## src/rtl/mixed_inputs_pkg.sv

```systemverilog
// Shared operator encodings, FSM state type and per-operator identity value
// for the mixed_inputs accumulator family.
package mixed_inputs_pkg;

  localparam int MAX_WIDTH = 1024;

  typedef enum logic [1:0] {
    MODE_OR  = 2'd0,
    MODE_XOR = 2'd1,
    MODE_ADD = 2'd2,
    MODE_AND = 2'd3
  } mode_t;

  typedef enum logic [1:0] {
    IDLE  = 2'd0,
    ACCUM = 2'd1,
    HOLD  = 2'd2
  } acc_state_t;

  // Callers size-cast the result down to their own WIDTH.
  function automatic logic [MAX_WIDTH-1:0] identity(input mode_t mode, input int unsigned width);
    identity = (mode == MODE_AND) ? ({MAX_WIDTH{1'b1}} >> (MAX_WIDTH - width)) : '0;
  endfunction

endpackage

```

## src/rtl/mixed_inputs_acc_if.sv

```systemverilog
// Beat input and result output handshakes of the mixed_inputs accumulator.
// master = producer/consumer side, slave = the accumulator.
interface mixed_inputs_acc_if #(
  parameter int WIDTH    = 32,
  parameter int CHANNELS = 2,
  parameter int DEPTH    = 4
);
  localparam int CW = $clog2(DEPTH + 1);

  logic                      in_valid;
  logic                      in_ready;
  logic [CHANNELS*WIDTH-1:0] in_data;
  logic [1:0]                mode;
  logic                      out_valid;
  logic                      out_ready;
  logic [WIDTH-1:0]          y;
  logic [CW-1:0]             count;

  modport master (
    output in_valid, in_data, mode, out_ready,
    input  in_ready, out_valid, y, count
  );

  modport slave (
    input  in_valid, in_data, mode, out_ready,
    output in_ready, out_valid, y, count
  );
endinterface

```

## src/rtl/mixed_inputs_combine.sv

```systemverilog
// Folds CHANNELS words with the selected operator, starting from channel 0.
// Latency: combinational. Backpressure: none, pure function of its inputs.
module mixed_inputs_combine
  import mixed_inputs_pkg::*;
#(
  parameter int WIDTH    = 32,
  parameter int CHANNELS = 2
) (
  input  logic [CHANNELS*WIDTH-1:0] in_data,
  input  logic [1:0]                mode,
  output logic [WIDTH-1:0]          c
);

  always_comb begin
    c = in_data[0 +: WIDTH];
    for (int k = 1; k < CHANNELS; k++) begin
      case (mode_t'(mode))
        MODE_OR:  c = c | in_data[k*WIDTH +: WIDTH];
        MODE_XOR: c = c ^ in_data[k*WIDTH +: WIDTH];
        MODE_ADD: c = c + in_data[k*WIDTH +: WIDTH];
        default:  c = c & in_data[k*WIDTH +: WIDTH];
      endcase
    end
  end

endmodule

```

## src/rtl/mixed_inputs_acc.sv

```systemverilog
// Accumulates DEPTH beats of combined channel words into one held result.
// Latency: y/out_valid update on the edge accepting the DEPTH-th beat.
// Backpressure: in_ready drops in HOLD until out_ready drains the result.
module mixed_inputs_acc
  import mixed_inputs_pkg::*;
#(
  parameter int WIDTH    = 32,
  parameter int CHANNELS = 2,
  parameter int DEPTH    = 4
) (
  input  logic           clk,
  input  logic           rst,
  mixed_inputs_acc_if.slave bus
);

  localparam int CW = $clog2(DEPTH + 1);

  acc_state_t       state;
  mode_t            mode_q;
  mode_t            eff_mode;
  logic [WIDTH-1:0] acc;
  logic [WIDTH-1:0] base;
  logic [WIDTH-1:0] beat_c;
  logic [WIDTH-1:0] acc_next;
  logic [WIDTH-1:0] y_q;
  logic [CW-1:0]    count_q;
  logic             in_ready_q;
  logic             out_valid_q;
  logic             accept;

  // The first beat of a group runs on the live mode and a fresh identity,
  // so the group's operator is decided before mode_q is loaded.
  assign eff_mode = (state == IDLE) ? mode_t'(bus.mode) : mode_q;
  assign base     = (state == IDLE) ? WIDTH'(identity(eff_mode, WIDTH)) : acc;
  assign accept   = bus.in_valid && in_ready_q;

  mixed_inputs_combine #(.WIDTH(WIDTH), .CHANNELS(CHANNELS)) u_beat (
    .in_data (bus.in_data),
    .mode    (eff_mode),
    .c       (beat_c)
  );

  mixed_inputs_combine #(.WIDTH(WIDTH), .CHANNELS(2)) u_step (
    .in_data ({beat_c, base}),
    .mode    (eff_mode),
    .c       (acc_next)
  );

  always_ff @(posedge clk or posedge rst) begin
    if (rst) begin
      state       <= IDLE;
      mode_q      <= MODE_OR;
      acc         <= '0;
      y_q         <= '0;
      count_q     <= '0;
      in_ready_q  <= 1'b1;
      out_valid_q <= 1'b0;
    end else begin
      case (state)
        IDLE, ACCUM: begin
          if (accept) begin
            acc <= acc_next;
            if (state == IDLE) mode_q <= eff_mode;
            if (count_q == CW'(DEPTH - 1)) begin
              state       <= HOLD;
              y_q         <= acc_next;
              count_q     <= CW'(DEPTH);
              in_ready_q  <= 1'b0;
              out_valid_q <= 1'b1;
            end else begin
              state   <= ACCUM;
              count_q <= count_q + 1'b1;
            end
          end
        end
        HOLD: begin
          if (bus.out_ready) begin
            state       <= IDLE;
            count_q     <= '0;
            acc         <= WIDTH'(identity(mode_q, WIDTH));
            in_ready_q  <= 1'b1;
            out_valid_q <= 1'b0;
          end
        end
        default: state <= IDLE;
      endcase
    end
  end

  assign bus.in_ready  = in_ready_q;
  assign bus.out_valid = out_valid_q;
  assign bus.y         = y_q;
  assign bus.count     = count_q;

endmodule

```

## src/flat_wrapper.sv

```systemverilog
// flat-port wrapper written by rule: the top's interface ports become plain ports
module mixed_inputs_acc_flat import mixed_inputs_pkg::*;
#(
  parameter int WIDTH    = 32,
  parameter int CHANNELS = 2,
  parameter int DEPTH    = 4
)
  (clk, rst, bus_in_valid, bus_in_data, bus_mode, bus_out_ready, bus_in_ready, bus_out_valid, bus_y, bus_count);
  mixed_inputs_acc_if #(.WIDTH(WIDTH), .CHANNELS(CHANNELS), .DEPTH(DEPTH)) bus_i ();
  input  logic clk;
  input  logic rst;
  input wire logic [$bits(bus_i.in_valid)-1:0] bus_in_valid;
  input wire logic [$bits(bus_i.in_data)-1:0] bus_in_data;
  input wire logic [$bits(bus_i.mode)-1:0] bus_mode;
  input wire logic [$bits(bus_i.out_ready)-1:0] bus_out_ready;
  output wire logic [$bits(bus_i.in_ready)-1:0] bus_in_ready;
  output wire logic [$bits(bus_i.out_valid)-1:0] bus_out_valid;
  output wire logic [$bits(bus_i.y)-1:0] bus_y;
  output wire logic [$bits(bus_i.count)-1:0] bus_count;
  assign bus_i.in_valid = bus_in_valid;
  assign bus_i.in_data = bus_in_data;
  assign bus_i.mode = bus_mode;
  assign bus_i.out_ready = bus_out_ready;
  assign bus_in_ready = bus_i.in_ready;
  assign bus_out_valid = bus_i.out_valid;
  assign bus_y = bus_i.y;
  assign bus_count = bus_i.count;
  mixed_inputs_acc #(.WIDTH(WIDTH), .CHANNELS(CHANNELS), .DEPTH(DEPTH)) u_core (.clk(clk), .rst(rst), .bus(bus_i));
endmodule
```

## config.mk

```make
export PLATFORM = sky130hd
export DESIGN_NAME = mixed_inputs_acc_flat
export DESIGN_NICKNAME = d
export VERILOG_FILES = /design/src/rtl/mixed_inputs_pkg.sv /design/src/rtl/mixed_inputs_acc_if.sv /design/src/rtl/mixed_inputs_combine.sv /design/src/rtl/mixed_inputs_acc.sv /design/src/flat_wrapper.sv
export SDC_FILE = /design/constraint.sdc
export NUM_CORES = 1
export LEC_CHECK = 0
export ABC_AREA = 1
export CORE_MARGIN = 8
export CORE_UTILIZATION = 55
export CTS_CLUSTER_DIAMETER = 200
export DETAILED_ROUTE_END_ITERATION = 16
export PLACE_DENSITY_LB_ADDON = 0.05
export SLEW_MARGIN = 20
export SYNTH_ARGS = -nofsm -noshare
export SYNTH_HDL_FRONTEND = slang
export SYNTH_HIERARCHICAL = 1
export SYNTH_SLANG_ARGS = --single-unit
```

## constraint.sdc

```tcl
create_clock -name clk -period 4 [get_ports clk]
set_input_delay 0.6 -clock clk [delete_from_list [all_inputs] [get_ports clk]]
set_output_delay 0.6 -clock clk [all_outputs]
set_load 0.01 [all_outputs]
```

Yosys cells after proc, flatten, opt, wreduce, memory -nomap -nowiden:

Index checks and enable logic that the tools add are counted.

* add/subtract/negate cells: 3
* multipliers: 0
* divide/modulo/power cells: 0
* $lt $le $gt $ge: 0
* equality and inequality tests: 10
* shift-type cells: 0
* muxes and demuxes: 25
* bitwise gates (word level): 6
* reductions and logical operators: 10

Operator list (number)
* case mux 32 bit (3 select lines): 2
* two-way mux 32 bit: 5
* adder 32 bit: 2
* AND 32 bit: 2
* OR 32 bit: 2
* case mux 32 bit (2 select lines): 1
* bitwise XOR 32 bit: 2
* two-way mux 3 bit: 3
* AND reduction 3 bit: 3
* == test 2 bit (second input constant): 4
* two-way mux 2 bit: 4
* two-way mux 1 bit: 6
* case mux 3 bit (2 select lines): 1
* == test 2 x 1 -> 1 bit (second input constant): 2
* logical NOT 2 bit: 2
* != test 2 x 1 -> 1 bit (second input constant): 2
* case mux 1 bit (2 select lines): 2
* case mux 2 bit (2 select lines): 1
* AND reduction 4 bit: 1
* adder 3 x 1 -> 3 bit (second input constant): 1
* == test 3 x 2 -> 1 bit (second input constant): 1
* != test 2 bit (second input constant): 1
* AND reduction 2 bit: 1
* nonzero test 2 bit: 1
* 2 further kinds: 2

* bits in registers: 73
* bits in latches: 0
* RAM bits: 0
* bits in read-only memories: 0
* output and inout port bits: 37
* logic and storage cells: 61
* memories: 0

Depth between registers and ports, before layout:

* depth after elaboration: 9
* gate-level depth with buffers: 31
* depth with buffers taken out: 30

Modules after synthesis:

Netlist, hierarchy kept.

Modules (own cells, without submodules)
* mixed_inputs_combine at u_core.u_step: times used 1, cells each 761, area an instance 3841.2 µm²
* mixed_inputs_combine at u_core.u_beat: times used 1, cells each 760, area an instance 3813.7 µm²
* mixed_inputs_acc: times used 1, cells each 476, area an instance 3572.2 µm²

Worst setup path after synthesis:

Ideal clock, no wire load.

* kind: flip-flop to flip-flop
* start: register u_core.state[1]
* end: register u_core.acc[14]
* setup time: 0.117 ns
* arrival time: 3.482 ns
* required time: 3.883 ns
* slack: 0.401 ns
* cell stages (with the launch flop): 25
* buffers on the path: 2
* cells stage by stage: dfrtp_1 buf_6 nor2_2 nor2_1 a21oi_1 inv_1 nor2_1 clkbuf_1 nand3_1 o2111ai_1 inv_1 ha_1 nand2_1 inv_2 nand2_2 inv_2 a21oi_1 nand2_2 or2_1 nand3_1 o2111ai_1 nand2_1 nand2_1 nand2_1 nand2_1

RTL lines
* start: declaration: RTL line mixed_inputs_acc.sv:18 `acc_state_t state;`
* start signal: assignment: RTL line mixed_inputs_acc.sv:51 `state <= IDLE;`
* start signal: assignment: RTL line mixed_inputs_acc.sv:65 `state <= HOLD;`
* start signal: assignment: RTL line mixed_inputs_acc.sv:71 `state <= ACCUM;`
* logical NOT 2 bit (*): RTL line mixed_inputs_acc.sv:33 `assign eff_mode = (state == IDLE) ? mode_t'(bus.mode) : mode_q;`
* two-way mux 2 bit (*): RTL line mixed_inputs_acc.sv:33
* via u_core.eff_mode[1]: RTL line mixed_inputs_acc.sv:20 `mode_t eff_mode;`
* == test 2 bit (tied with other cells): RTL line mixed_inputs_combine.sv:17 `case (mode_t'(mode))`
* case mux 32 bit (3 select lines) (*): RTL line mixed_inputs_combine.sv:17
* via u_core.beat_c[10]: RTL line mixed_inputs_acc.sv:23 `logic [WIDTH-1:0] beat_c;`
* adder 32 bit (*): RTL line mixed_inputs_combine.sv:20 `MODE_ADD: c = c + in_data[k*WIDTH +: WIDTH];`
* case mux 32 bit (3 select lines) (*): RTL line mixed_inputs_combine.sv:17
* via u_core.acc_next[14]: RTL line mixed_inputs_acc.sv:24 `logic [WIDTH-1:0] acc_next;`
* two-way mux 32 bit (*): RTL line mixed_inputs_acc.sv:61 `if (accept) begin`
* case mux 32 bit (2 select lines) (*): RTL line mixed_inputs_acc.sv:59 `case (state)`
* end signal: assignment: RTL line mixed_inputs_acc.sv:62 `acc <= acc_next;`
* end signal: assignment: RTL line mixed_inputs_acc.sv:80 `acc <= WIDTH'(identity(mode_q, WIDTH));`
* end: declaration: RTL line mixed_inputs_acc.sv:21 `logic [WIDTH-1:0] acc;`

The timed path passes the listed nets; every way through them passes the cells marked *. The select of a mux whose other input is x is not followed.
A chain may end at the register's enable or synchronous reset.

Worst setup path after layout:

* start: input port bus_in_data[20]
* end: register u_core.y_q[31] (netlist: u_core/bus.y[31])

* cells in the longest elaborated chain, start to end: 4

Ends and longest elaborated chain
* start: declaration: RTL line flat_wrapper.sv:13 `input wire logic [$bits(bus_i.in_data)-1:0] bus_in_data;`
* adder 32 bit: RTL line mixed_inputs_combine.sv:20
* case mux 32 bit (3 select lines): RTL line mixed_inputs_combine.sv:17
* via u_core.beat_c[29]: RTL line mixed_inputs_acc.sv:23
* adder 32 bit: RTL line mixed_inputs_combine.sv:20
* case mux 32 bit (3 select lines): RTL line mixed_inputs_combine.sv:17
* via u_core.acc_next[31]: RTL line mixed_inputs_acc.sv:24
* end signal: assignment: RTL line mixed_inputs_acc.sv:66 `y_q <= acc_next;`
* end: declaration: RTL line mixed_inputs_acc.sv:25 `logic [WIDTH-1:0] y_q;`

The timed path passes the listed nets, and every way through them passes these cells.

==> results.ini <==
[floorplanning]
dieWidth_um = 158.9
core_area_sq_mm = 0.02010
die-area_sq_mm = 0.02524
num_rows = 52
initial_utilization = 0.5584
boundaryPins = 107
die_h_um = 158.9

[power]
power.density_mw_per_mm2 = 915.7
ir_drop_mv = 0.5609
leakage_nw = 9.201

[grt]
grt_pass1_vias = 12760
grt_max_degree = 38
grt_usage = 0.2859
antenna_found_initial = 1
grt_pass1_wl_um = 61120
grt-ovfl-total = 0

[worst_setup_path]
crit_path_end_kind = flop
cp.arrival_ps = 4130
reg2reg_depth = 23
worst-path-max-fanout = 4
required_ps = 4270
worst-setup-path-type = primary input to flop
rrSetupSlack_ps = 250
start_kind = primary input

[finish]
post_layout_nonfiller_instances = 2555
fillers = 1476
area_growth_pct = 42.75
post-route-cell-area_sq_mm = 0.01603
layout-drive-gt1-share = 0.2678
layout.nets = 2483
post-route-util = 0.7972
n_antenna_cell = 0

[synthesis]
postSynthAreaPerCell_sq_um = 5.622
synth_edf_count = 0
synth_top_cell_by_area = nand2_1
ys_ff_latch = 73
yosysMostFrequentCell = nand2_1
synth_common_cells = nand2_1 (831), inv_1 (366), nand3_1 (135)
seq_area_frac_synth = 0.1628
ys.flop_type = dfrtp_1
syn-num-nets = 2200
netlist_top_cells_area = nand2_1 (28%), dfrtp_1 (16%), ha_1 (15%)
syn_inst = 1997
yosysWarnings = 6
syn_area_sq_mm = 0.01123
synthArstFlopShare = 1.000
ys_types = 38
synth_top_area_share = 0.2778

[cts]
h-tree-depth = 3
clockRootBuffer = clkbuf_16
cts_buffer_depth = 2
holdBufCountCts = 0
cts_sinks = 73
numCtsBuffers = 9
clock_latency_ps = 330
path_clk_slew_ps = 60
cts_tree = built

[drt]
drt-pass1-iter-count = 6
drc = 0
vias_per_cell = 5.426
wl_per_cell_um = 15.59
wl_um = 39830
drtIter0Drc = 1047
antenna_left = 0
vias = 13860

[timing]
rsz0062_at_grt = yes
clock_skew_ps = 3.434
post-route-period-util = 0.9660
fin_ws_ps = 136.1
setup_viol = 0
max_slew_margin = 0.5130
drv_slew = 0
min_period_ps = 3864
hold_viol_final = 0
max_freq_ghz = 0.2588
worst_pin_slew_ps = 727.9
finalSetupTns_ps = 0

[place]
gp_congestion = 0.9571
dp_cells = 2515
place_area_sq_mm = 0.01393
portBuffers = 106
dp_hpwl_um = 28860
dp_slack_ps = -591.7

[hold_path]
min_path_type = flop to flop
hold_depth = 2

[job]
cap_violations = 0

[run_status]
status = completed

## routing by layer
metal  up-vias  global-route usage  part of all wire
met5         -                   0           0.00048
met1      6360              0.3667              0.41
li1       6687                   -                 -
met3        97             0.03361             0.079
met2       717              0.4878              0.48
met4         2              0.1008             0.032
## registers in the layout, summed over array words and instances (netlist names)
signal	flops
u_core/bus.out_valid	1
u_core/state	2
u_core/acc	32
u_core/bus.count	3
u_core/bus.in_ready	1
u_core/bus.y	32
u_core/mode_q	2
## cells in the final DEF (no fill, tap or decap), types with 39 or more instances in the layout
| cell | Yosys | routed |
|---|---|---|
| clkdlybuf4s50_1 | 0 | 71 |
| nand3_1 | 135 | 117 |
| inv_2 | 5 | 52 |
| nand2_1 | 831 | 759 |
| nand2_2 | 20 | 76 |
| dfrtp_1 | 72 | 72 |
| buf_4 | 3 | 211 |
| nor2_1 | 101 | 68 |
| ha_1 | 131 | 66 |
| inv_1 | 366 | 319 |
| ha_4 | 0 | 53 |
| o21ai_0 | 53 | 49 |
| or2_2 | 39 | 39 |
## repair_timing
action                                  CTS  global route
resized for setup                        72           303
endpoints found under the hold margin     0             0
endpoints found under the setup margin   43            55
cloned                                    0             1
setup buffers                             4            20
pin swaps                                 9            83
## logic make-up (layout without fill, tap and decap cells)
logic type	after synthesis	after routing	synth area share
flops	73	73	0.1628
compound gates	155	155	0.08247
buf+inv	430	718	0.1490
xor+xnor	2	2	0.001561
fa+ha+maj	133	133	0.1496
simple gates	1204	1204	0.4546
## metrics by stage
| stage | power [mW] | hold slack, ps |
|---|---|---|
| floorplan | 7.660 | 442.6 |
| global placement | 11.45 | 452.5 |
| detailed placement | 11.71 | 457.5 |
| CTS | 13.08 | 472.2 |
| global route | 15.93 | 485.6 |
| finish | 14.68 | 467.0 |
## final cells by class
class                   count  area, sq um  share of cell area
clock buffers              11        232.7             0.01452
clock inverters             5        80.08            0.004996
inverters                 373         1405             0.08767
multi-input cells        1494         9200              0.5741
flip-flops and latches     73         1828              0.1141
well taps                 270        337.8             0.02108
repair buffers            329         2943              0.1836
## worst max-delay path, stage by stage
cell and delay, ps:
clkdlybuf4s50_1 510, inv_1 90, ha_4 270, nand2_2 120, inv_1 70, a21oi_1 180
nand2_2 100, a21oi_2 140, nand2_1 60, nand2_1 80, nand3_2 100, a21oi_4 240
inv_1 110, ha_4 300, nand2_1 80, nor2_2 130, nand2_1 80, inv_1 70
a21oi_2 60, buf_4 130, nand3_2 60, nand3_2 100, a21oi_4 170, buf_4 120
nand3_1 70, nand2_1 100
## power by group
part	switching [mW]	leakage [nW]	total (mW)	internal (mW)
Combinational	7.19	8.11	12.6	5.40
Clock	0.304	0.146	0.849	0.545
Sequential	0.174	0.944	1.23	1.05
## worst paths after layout
check                                                   from                            to
worst min-delay path            u_core/bus.y[26]$_DFFE_PP0P_  u_core/bus.y[26]$_DFFE_PP0P_
worst min register to register  u_core/bus.y[26]$_DFFE_PP0P_  u_core/bus.y[26]$_DFFE_PP0P_
max in group asynchronous                                rst   u_core/bus.y[2]$_DFFE_PP0P_
worst max register to register   u_core/state[1]$_DFFE_PP0P_  u_core/bus.y[20]$_DFFE_PP0P_
worst max-delay path                         bus_in_data[20]  u_core/bus.y[31]$_DFFE_PP0P_
min in group asynchronous                                rst    u_core/acc[22]$_DFFE_PP0P_
Power figures use the tool's default switching activity.
